File: config.mk
export PLATFORM = sky130hd
export DESIGN_NAME = tdc_serial_cfg_shifter
export DESIGN_NICKNAME = d
export VERILOG_FILES = /design/src/rtl/tdc_serial_cfg_shifter_pkg.sv /design/src/rtl/tdc_serial_cfg_shifter_prescaler.sv /design/src/rtl/tdc_serial_cfg_shifter.sv
export SDC_FILE = /design/constraint.sdc
export NUM_CORES = 1
export LEC_CHECK = 0
export CORE_MARGIN = 2
export CORE_UTILIZATION = 38
export DETAILED_ROUTE_END_ITERATION = 8
export PLACE_DENSITY_LB_ADDON = 0.3
export SYNTH_ARGS = -nofsm -noshare
export SYNTH_HDL_FRONTEND = slang
export SYNTH_SLANG_ARGS = --single-unit
File: constraint.sdc
create_clock -name clkin -period 2.78 [get_ports clkin]
set_input_delay 0.278 -clock clkin [delete_from_list [all_inputs] [get_ports clkin]]
set_output_delay 0.278 -clock clkin [all_outputs]
set_load 0.02 [all_outputs]
File: src/rtl/tdc_serial_cfg_shifter_pkg.sv
// Shared types and defaults for the TDC serial configuration shifter.
package tdc_cfg_pkg;

    typedef enum logic [2:0] {
        IDLE    = 3'd0,
        RESET   = 3'd1,
        SHIFT   = 3'd2,
        CAPTURE = 3'd3,
        DONE    = 3'd4
    } state_t;

    localparam int CFG_NBYTES       = 12;
    localparam int CFG_WORD_W       = 8 * CFG_NBYTES;
    localparam int DEF_CLK_DIV      = 8;
    localparam int DEF_RESET_CYCLES = 16;

    // Counter width able to hold 0..n-1, never narrower than one bit.
    function automatic int cnt_width(input int n);
        return (n > 1) ? $clog2(n) : 1;
    endfunction

endpackage

File: src/rtl/tdc_serial_cfg_shifter_prescaler.sv
// Serial-clock prescaler: tick in the last cycle of every CLK_DIV-cycle window.
module cfg_prescaler
    import tdc_cfg_pkg::*;
#(
    parameter int CLK_DIV = DEF_CLK_DIV
) (
    input  logic clkin,
    input  logic rst_n,
    input  logic reload,
    output logic tick
);

    localparam int CW = cnt_width(CLK_DIV);
    localparam logic [CW-1:0] LAST = CW'(CLK_DIV - 1);

    logic [CW-1:0] cnt_q;
    logic [CW-1:0] cnt_d;

    assign tick = (cnt_q == LAST);

    always_comb begin
        cnt_d = cnt_q + 1'b1;
        if (reload || tick) begin
            cnt_d = '0;
        end
    end

    always_ff @(posedge clkin) begin
        if (!rst_n) begin
            cnt_q <= '0;
        end else begin
            cnt_q <= cnt_d;
        end
    end

endmodule

File: src/rtl/tdc_serial_cfg_shifter.sv
// Shifts the latched configuration word to the TDC chip: reset pulse, serial shift, capture strobe.
// Optional READBACK_EN adds p_sdo sampling into rb_data and an rb_mismatch flag.
module tdc_serial_cfg_shifter
    import tdc_cfg_pkg::*;
#(
    parameter int NBYTES       = CFG_NBYTES,
    parameter int CLK_DIV      = DEF_CLK_DIV,
    parameter int RESET_CYCLES = DEF_RESET_CYCLES
) (
    input  logic                  clkin,
    input  logic                  rst_n,
    input  logic [7:0]            start_reg,
    input  logic [8*NBYTES-1:0]   cfg_data,
`ifdef READBACK_EN
    input  logic                  p_sdo,
    output logic [8*NBYTES-1:0]   rb_data,
    output logic                  rb_mismatch,
`endif
    output logic                  p_sck,
    output logic                  p_sda,
    output logic                  p_scapt,
    output logic                  p_reset,
    output logic                  busy,
    output logic                  done
);

    localparam int W  = 8 * NBYTES;
    localparam int BW = cnt_width(W);
    localparam int RW = cnt_width(RESET_CYCLES);

    state_t          state_q, state_d;
    logic            start_q;
    logic [W-1:0]    shreg_q, shreg_d;
    logic [BW-1:0]   bit_q, bit_d;
    logic [RW-1:0]   rcnt_q, rcnt_d;
    logic            phase_q, phase_d;
    logic            p_sck_q, p_sda_q, p_scapt_q, p_reset_q, busy_q, done_q;
    logic            p_sck_d, p_sda_d, p_scapt_d, p_reset_d, busy_d, done_d;
    logic            trigger;
    logic            tick;
    logic            start_unused;

    assign start_unused = ^start_reg[7:1];

    // Reloading on every state change aligns the first half-period to the state entry.
    cfg_prescaler #(.CLK_DIV(CLK_DIV)) u_prescaler (
        .clkin  (clkin),
        .rst_n  (rst_n),
        .reload (state_d != state_q),
        .tick   (tick)
    );

    assign trigger = start_reg[0] & ~start_q & (state_q == IDLE);

    always_comb begin
        state_d = state_q;
        shreg_d = shreg_q;
        bit_d   = bit_q;
        rcnt_d  = rcnt_q;
        phase_d = phase_q;
        case (state_q)
            IDLE: begin
                if (trigger) begin
                    state_d = RESET;
                    shreg_d = cfg_data;
                    bit_d   = '0;
                    rcnt_d  = '0;
                    phase_d = 1'b0;
                end
            end
            RESET: begin
                if (rcnt_q == RW'(RESET_CYCLES - 1)) begin
                    state_d = SHIFT;
                end else begin
                    rcnt_d = rcnt_q + 1'b1;
                end
            end
            SHIFT: begin
                if (tick) begin
                    if (!phase_q) begin
                        phase_d = 1'b1;
                    end else begin
                        phase_d = 1'b0;
                        if (bit_q == BW'(W - 1)) begin
                            state_d = CAPTURE;
                        end else begin
                            bit_d   = bit_q + 1'b1;
                            shreg_d = {shreg_q[W-2:0], 1'b0};
                        end
                    end
                end
            end
            CAPTURE: begin
                if (tick) begin
                    state_d = DONE;
                end
            end
            DONE:    state_d = IDLE;
            default: state_d = IDLE;
        endcase

        // Pins are decoded from the next state so every output leaves a flop.
        p_reset_d = (state_d == RESET);
        p_sck_d   = (state_d == SHIFT) && phase_d;
        p_sda_d   = (state_d == SHIFT) && shreg_d[W-1];
        p_scapt_d = (state_d == CAPTURE);
        busy_d    = (state_d == RESET) || (state_d == SHIFT) || (state_d == CAPTURE);
        done_d    = (state_d == DONE);
    end

    always_ff @(posedge clkin) begin
        // start_q follows the level even in reset so a request held across release is not an edge.
        start_q <= start_reg[0];
        if (!rst_n) begin
            state_q   <= IDLE;
            shreg_q   <= '0;
            bit_q     <= '0;
            rcnt_q    <= '0;
            phase_q   <= 1'b0;
            p_sck_q   <= 1'b0;
            p_sda_q   <= 1'b0;
            p_scapt_q <= 1'b0;
            p_reset_q <= 1'b0;
            busy_q    <= 1'b0;
            done_q    <= 1'b0;
        end else begin
            state_q   <= state_d;
            shreg_q   <= shreg_d;
            bit_q     <= bit_d;
            rcnt_q    <= rcnt_d;
            phase_q   <= phase_d;
            p_sck_q   <= p_sck_d;
            p_sda_q   <= p_sda_d;
            p_scapt_q <= p_scapt_d;
            p_reset_q <= p_reset_d;
            busy_q    <= busy_d;
            done_q    <= done_d;
        end
    end

    assign p_sck   = p_sck_q;
    assign p_sda   = p_sda_q;
    assign p_scapt = p_scapt_q;
    assign p_reset = p_reset_q;
    assign busy    = busy_q;
    assign done    = done_q;

`ifdef READBACK_EN
    logic [W-1:0] rb_q, rb_d;
    logic [W-1:0] word_q, word_d;
    logic         mis_q, mis_d;

    always_comb begin
        rb_d   = rb_q;
        word_d = word_q;
        mis_d  = mis_q;
        if (trigger) begin
            rb_d   = '0;
            word_d = cfg_data;
            mis_d  = 1'b0;
        end else if ((state_q == SHIFT) && tick && !phase_q) begin
            rb_d = {rb_q[W-2:0], p_sdo};
        end else if ((state_d == DONE) && (state_q != DONE)) begin
            mis_d = (rb_q != word_q);
        end
    end

    always_ff @(posedge clkin) begin
        if (!rst_n) begin
            rb_q   <= '0;
            word_q <= '0;
            mis_q  <= 1'b0;
        end else begin
            rb_q   <= rb_d;
            word_q <= word_d;
            mis_q  <= mis_d;
        end
    end

    assign rb_data     = rb_q;
    assign rb_mismatch = mis_q;
`endif

endmodule

# == After elaboration in Yosys (flattened, before gate mapping) ==
# Index checks and enable logic that the tools add are counted.
# totals
inputBits,106
romBits,0
latchBits,0
mem_bits_rw,0
regBits,121
n_memories,0
output_inout_bits,6
# classes
n_eq_ne,16
shift,0
order_cmp,0
muxes,24
div_mod_pow,0
mul,0
n_reduce_logical,11
bitwise_logic,4
n_addsub,3
# ops
op,count
$mux 96,4
$pmux 96 s2,1
$mux 7,4
$mux 3,6
$pmux 7 s2,1
$eq 3x2->1 const B,4
$pmux 3 s4,1
$mux 4,2
$ne 2x2->1 const B,4
$pmux 4 s2,1
$add 7x1->7 const B,1
$eq 7x7->1 const B,1
$eq 3x1->1 const B,2
$eq 3x3->1 const B,2
$reduce_and 5->1,1
$add 4x1->4 const B,1
$eq 4x4->1 const B,1
$reduce_bool 2->1,2
$add 3x1->3 const B,1
$logic_not 3->1,1
$logic_or 1x1->1,3
$mux 1,3
$ne 3x3->1,1
$reduce_and 3->1,1
other kinds (6),9

# == Depth between registers and ports, before layout ==
# logic_depth
ltp_word,8
mapped_depth,9
mapped_depth_nobuf,6

# == Modules after synthesis ==
# Synthesis repeated with hierarchy kept, for this count alone.
# hier_totals
cells_unflattened,570
hier_area_um2,5158.7
# modules_own_cells
mod,cells_per_inst,area_each_um2,n_inst,seq_area_each_um2
tdc_serial_cfg_shifter,562,5033.6,1,2362.3
cfg_prescaler,8,125.1,1,60.1

# == Worst setup path after synthesis ==
# No wires, ideal clock.
# synth_timing
path_kind,reg2reg
start,register u_prescaler.cnt_q[0]
end,"register p_sda_q, in the netlist p_sda"
slack_ns,0.982
required_ns,2.644
arrival_ns,1.662
n_path_buf,3
stages_incl_launch_ff,9
path_cell_list,dfxtp_1 -> ha_1 -> ha_1 -> clkbuf_1 -> o2111a_1 -> buf_2 -> buf_4 -> a221oi_1 -> nor3b_1
# synth_via
elab_chain_len,5
# synth_lines
element,line_no,rtl
start: declaration,tdc_serial_cfg_shifter_prescaler.sv:16,logic [CW-1:0] cnt_q;
start signal: assignment,tdc_serial_cfg_shifter_prescaler.sv:32,cnt_q <= cnt_d;
$eq 3x3->1 *,tdc_serial_cfg_shifter_prescaler.sv:19,assign tick = (cnt_q == LAST);
"$mux 3, on equally long branches","tdc_serial_cfg_shifter.sv:94, tdc_serial_cfg_shifter.sv:79",
$pmux 3 s4,tdc_serial_cfg_shifter.sv:61,case (state_q)
$eq 3x2->1,tdc_serial_cfg_shifter.sv:105,p_sda_d = (state_d == SHIFT) && shreg_d[W-1];
$logic_and 1x1->1 *,tdc_serial_cfg_shifter.sv:105,
end signal: assignment,tdc_serial_cfg_shifter.sv:133,p_sda_q <= p_sda_d;
end: declaration,tdc_serial_cfg_shifter.sv:37,"logic p_sck_q, p_sda_q, p_scapt_q, p_reset_q, busy_q, done_q;"
# Every way passes the cells marked *; elsewhere a longest branch is shown, timed or not. The select of a mux whose other input is x is not followed.
# A chain may end at the register's enable or synchronous reset.

# == Final worst setup path ==
# layout_timing
start,register state_q[1]
end,register shreg_q[59]
# layout_via
elab_chain_len,4
# layout_lines
element,line_no,rtl
start: declaration,tdc_serial_cfg_shifter.sv:31,"state_t state_q, state_d;"
start signal: assignment,tdc_serial_cfg_shifter.sv:127,state_q <= state_d;
$logic_not 3->1,"tdc_serial_cfg_shifter.sv:53, tdc_serial_cfg_shifter.sv:61",
$and 1x1->1,tdc_serial_cfg_shifter.sv:53,assign trigger = start_reg[0] & ~start_q & (state_q == IDLE);
$ne 2x2->1 (no source line),n/a,
$reduce_and 5->1 (no source line),n/a,
end signal: assignment,tdc_serial_cfg_shifter.sv:128,shreg_q <= shreg_d;
end: declaration,tdc_serial_cfg_shifter.sv:33,"logic [W-1:0] shreg_q, shreg_d;"
# Several ways; a longest one is shown, not always the timed one.

==> impl_results.md <==
* Die Width at around 120 um
* Cell count of the worst reg-to-reg path at 5
* Final setup vio count at 0
* Net Count, Synth at 673
* Global route overflow at 0
* WP buf/inv at 1
* Power density cells at 684.1 mW/mm2
* WP depth at 5
* I/O Pins at 112
* Post-DP HPWL at a little under 8000 um
* Num rows at 41
* Ys Warns at 0
* Largest net degree at the start of global routing at 98
* Synth Area in Compound Gates at approximately 27%
* Post-synthesis average cell area at 8.898 um2
* Critical path's slowest cell: dfxtp_1
* CP Capture Type: flip-flop
* Worst EP required at 3.11 ns
* Die Y at 118.8 um
* Clk_lat worst skew at 0.41 ns
* Final Hold Viols at 0
* Top delay family on crit path: compound AO/OA/AOI/OAI gates
* Main combinational cell family by area after synthesis: compound AO/OA/AOI/OAI gates
* RSZ-0062 raised after global routing: no
* DRT antenna net count at 0
* Crit path time final at 2.146 ns
* Initial antenna violation count at 0
* VDD IR max at 0.3593 mV
* Initial core utilization at 39.38%
* Status: completed
* Met2 WL at 6064 um
* First-pass GRT wire length at 21020 um
* Crit path launch type: flip-flop
* DP Area at ~0.0061 mm2
* WL/cell at 15.29 um
* WP data arrival at 2.47 ns
* Cells after Synth at 563
* TritonCTS clock tree: done
* Via count of the routed design at about 4600
* Hold slack final at 0.4013 ns
* Register area share after synthesis at 48.35%
* Cell variety after synth at 43
* Synth Register Bits at 121
* Xor/xnor share of the synthesized area at 0.5245%
* Mapped Area at around 0.0050 mm2
* Max-cap violations at 0
* Total wire length at 12590 um
* CTS clk-pin slew, worst paths at 0.06 ns
* CTS resizes at 0
* Critical path, cell by cell: nor3b_4, o2111a_4, buf_12, a22oi_1, a21oi_1
* Ant diodes at 0
* HP Class: input port to flip-flop
* Worst Tran Pin Value at 0.5929 ns
* Simple logic cell fraction of the synthesized area at 16.63%
* Max Slew Vio Count at 0
* Root Driver: clkbuf_16
* Nets at 748
* Max-slew headroom at about three fifths
* Layout area overhead at 34.99%
* M1 wire length at 5681 um
* Vias per inst at 5.621
* # DRC at 0
* Final Instance Area at 0.006763 mm2
* Total GRT Usage at 18.01%
* Final period util at about 77%
* Clk sinks at 121
* Hold Path Cell Cnt at 1
* Mux share of post-synthesis cell area at less than 1%
* CTS buffer count at 17
* Top sig layer: met4
* Fin Clk Skew at between 0.007 and 0.008 ns
* # port buffers at ~100
* Detailed Routing Iterations Pass 1 at 7
* Number of hold buffers added after cts at 0
* GP Congestion at a little under 0.8
* Fin Setup TNS at 0 ns
* Crit-path max cell delay at about 0.56 ns
* DR iter-0 viols at a little under 400
* Die Area at ~0.014 mm2
* H-tree lvl count at 4
* Critical path class: flip-flop to flip-flop
* Proportion of layout cells with a drive suffix above 1 at 7.834%
* Adder-cell share of the synthesized area at 0.9990%
* Core Area at 0.01272 mm2
* Vias in the first global route at between 4000 and 5000
* Crit-path max FO at 55
* Final core occ at a little over half
* Post-CTS Setup Inserts at 0
* Leakage at approximately 2.2 nW
* Max Clock Freq at 0.4661 GHz
* Metal3 WL at 667 um
* Clk buf depth at 2
## final timing paths
kind,from,end,slack [ns]
max,state_q[1],shreg_q[59],0.63
min,start_reg[0],start_q,0.40
max reg2reg,state_q[1],shreg_q[59],0.63
min reg2reg,u_prescaler.cnt_q[0],u_prescaler.cnt_q[0],0.43
## synth_stat cells, drive strengths merged
master     n  area, um2
or3        4      25.02
nand2      9      33.78
nand4      2      12.51
ha         4      50.05
buf       38      215.2
a21bo      1      10.01
a221oi     2      17.52
a31oi      1      6.260
xnor2      2      17.52
nand2b     4      25.02
nor2b      3      18.77
xor2       1      8.760
and4       1      8.760
o311ai     1      8.760
nand3b     1      7.510
nor2      12      52.55
nand3    102      510.5
or4        2      15.01
a22oi     95      713.2
o2111a     1      11.26
clkbuf    20      75.07
o31ai      3      22.52
and2       2      12.51
o2111ai    1      8.760
o21ai      6      33.78
inv        6      22.52
mux2i      1      10.01
nor3       3      20.02
or3b       1      8.760
a32o       1      10.01
a21oi    101      505.5
o211ai     1      7.510
nor4       3      18.77
nor3b      7      63.81
dfxtp    121       2422
## where the power goes
group / internal (mW) / leakage (nW) / switching, mW
Sequential: 1.81 / 0.987 / 0.0401
Combinational: 0.211 / 0.942 / 0.168
Clock: 1.63 / 0.312 / 0.764
## sequential cells by signal (all words and copies together), names as in the netlist
signal             count
p_sda                  1
phase_q                1
p_reset                1
done                   1
bit_q                  7
shreg_q               96
u_prescaler.cnt_q      3
state_q                3
p_sck                  1
p_scapt                1
busy                   1
start_q                1
rcnt_q                 4
## per-layer routing
layer,global-route usage (%),vias to the layer above
met2,28.41,129
met5,0,-
met1,23.03,2216
li1,-,2266
met3,5.220,15
met4,7.515,0
## cells in the final DEF (no fill, tap or decap), drive strengths merged, types with 6 or more instances in the layout
cell type,instances
a21oi,101
a22oi,95
buf,10
clkbuf,20
clkdlybuf4s50,104
dfxtp,121
inv,6
nand2,9
nand3,102
nor2,12
nor3b,7
o21ai,6
## stage by stage
step	instances	setup slack (ns)	power (mW)
2_1_floorplan	563	0.9818	2.073
3_3_place_gp	791	0.6359	2.254
3_5_place_dp	791	0.6124	2.265
4_1_cts	823	0.6612	4.672
5_1_grt	823	0.4824	4.812
6_report	823	0.6344	4.627
## cells by family after synthesis
logic type      count (synthesis)
compound gates                214
simple gates                  156
flops                         121
buf+inv                        64
fa+ha+maj                       4
xor+xnor                        3
mux                             1
## cell type report
| class | instances | area (um2) |
|---|---|---|
| clock buffers | 20 | 456.7 |
| fillers | 1232 | 5959 |
| multi-input cells | 378 | 2308 |
| repair buffers | 114 | 1141 |
| well taps | 172 | 215.2 |
| flip-flops and latches | 121 | 2422 |
| inverters | 6 | 22.52 |
| clock inverters | 12 | 196.4 |
(Power assumes the default switching activity.)
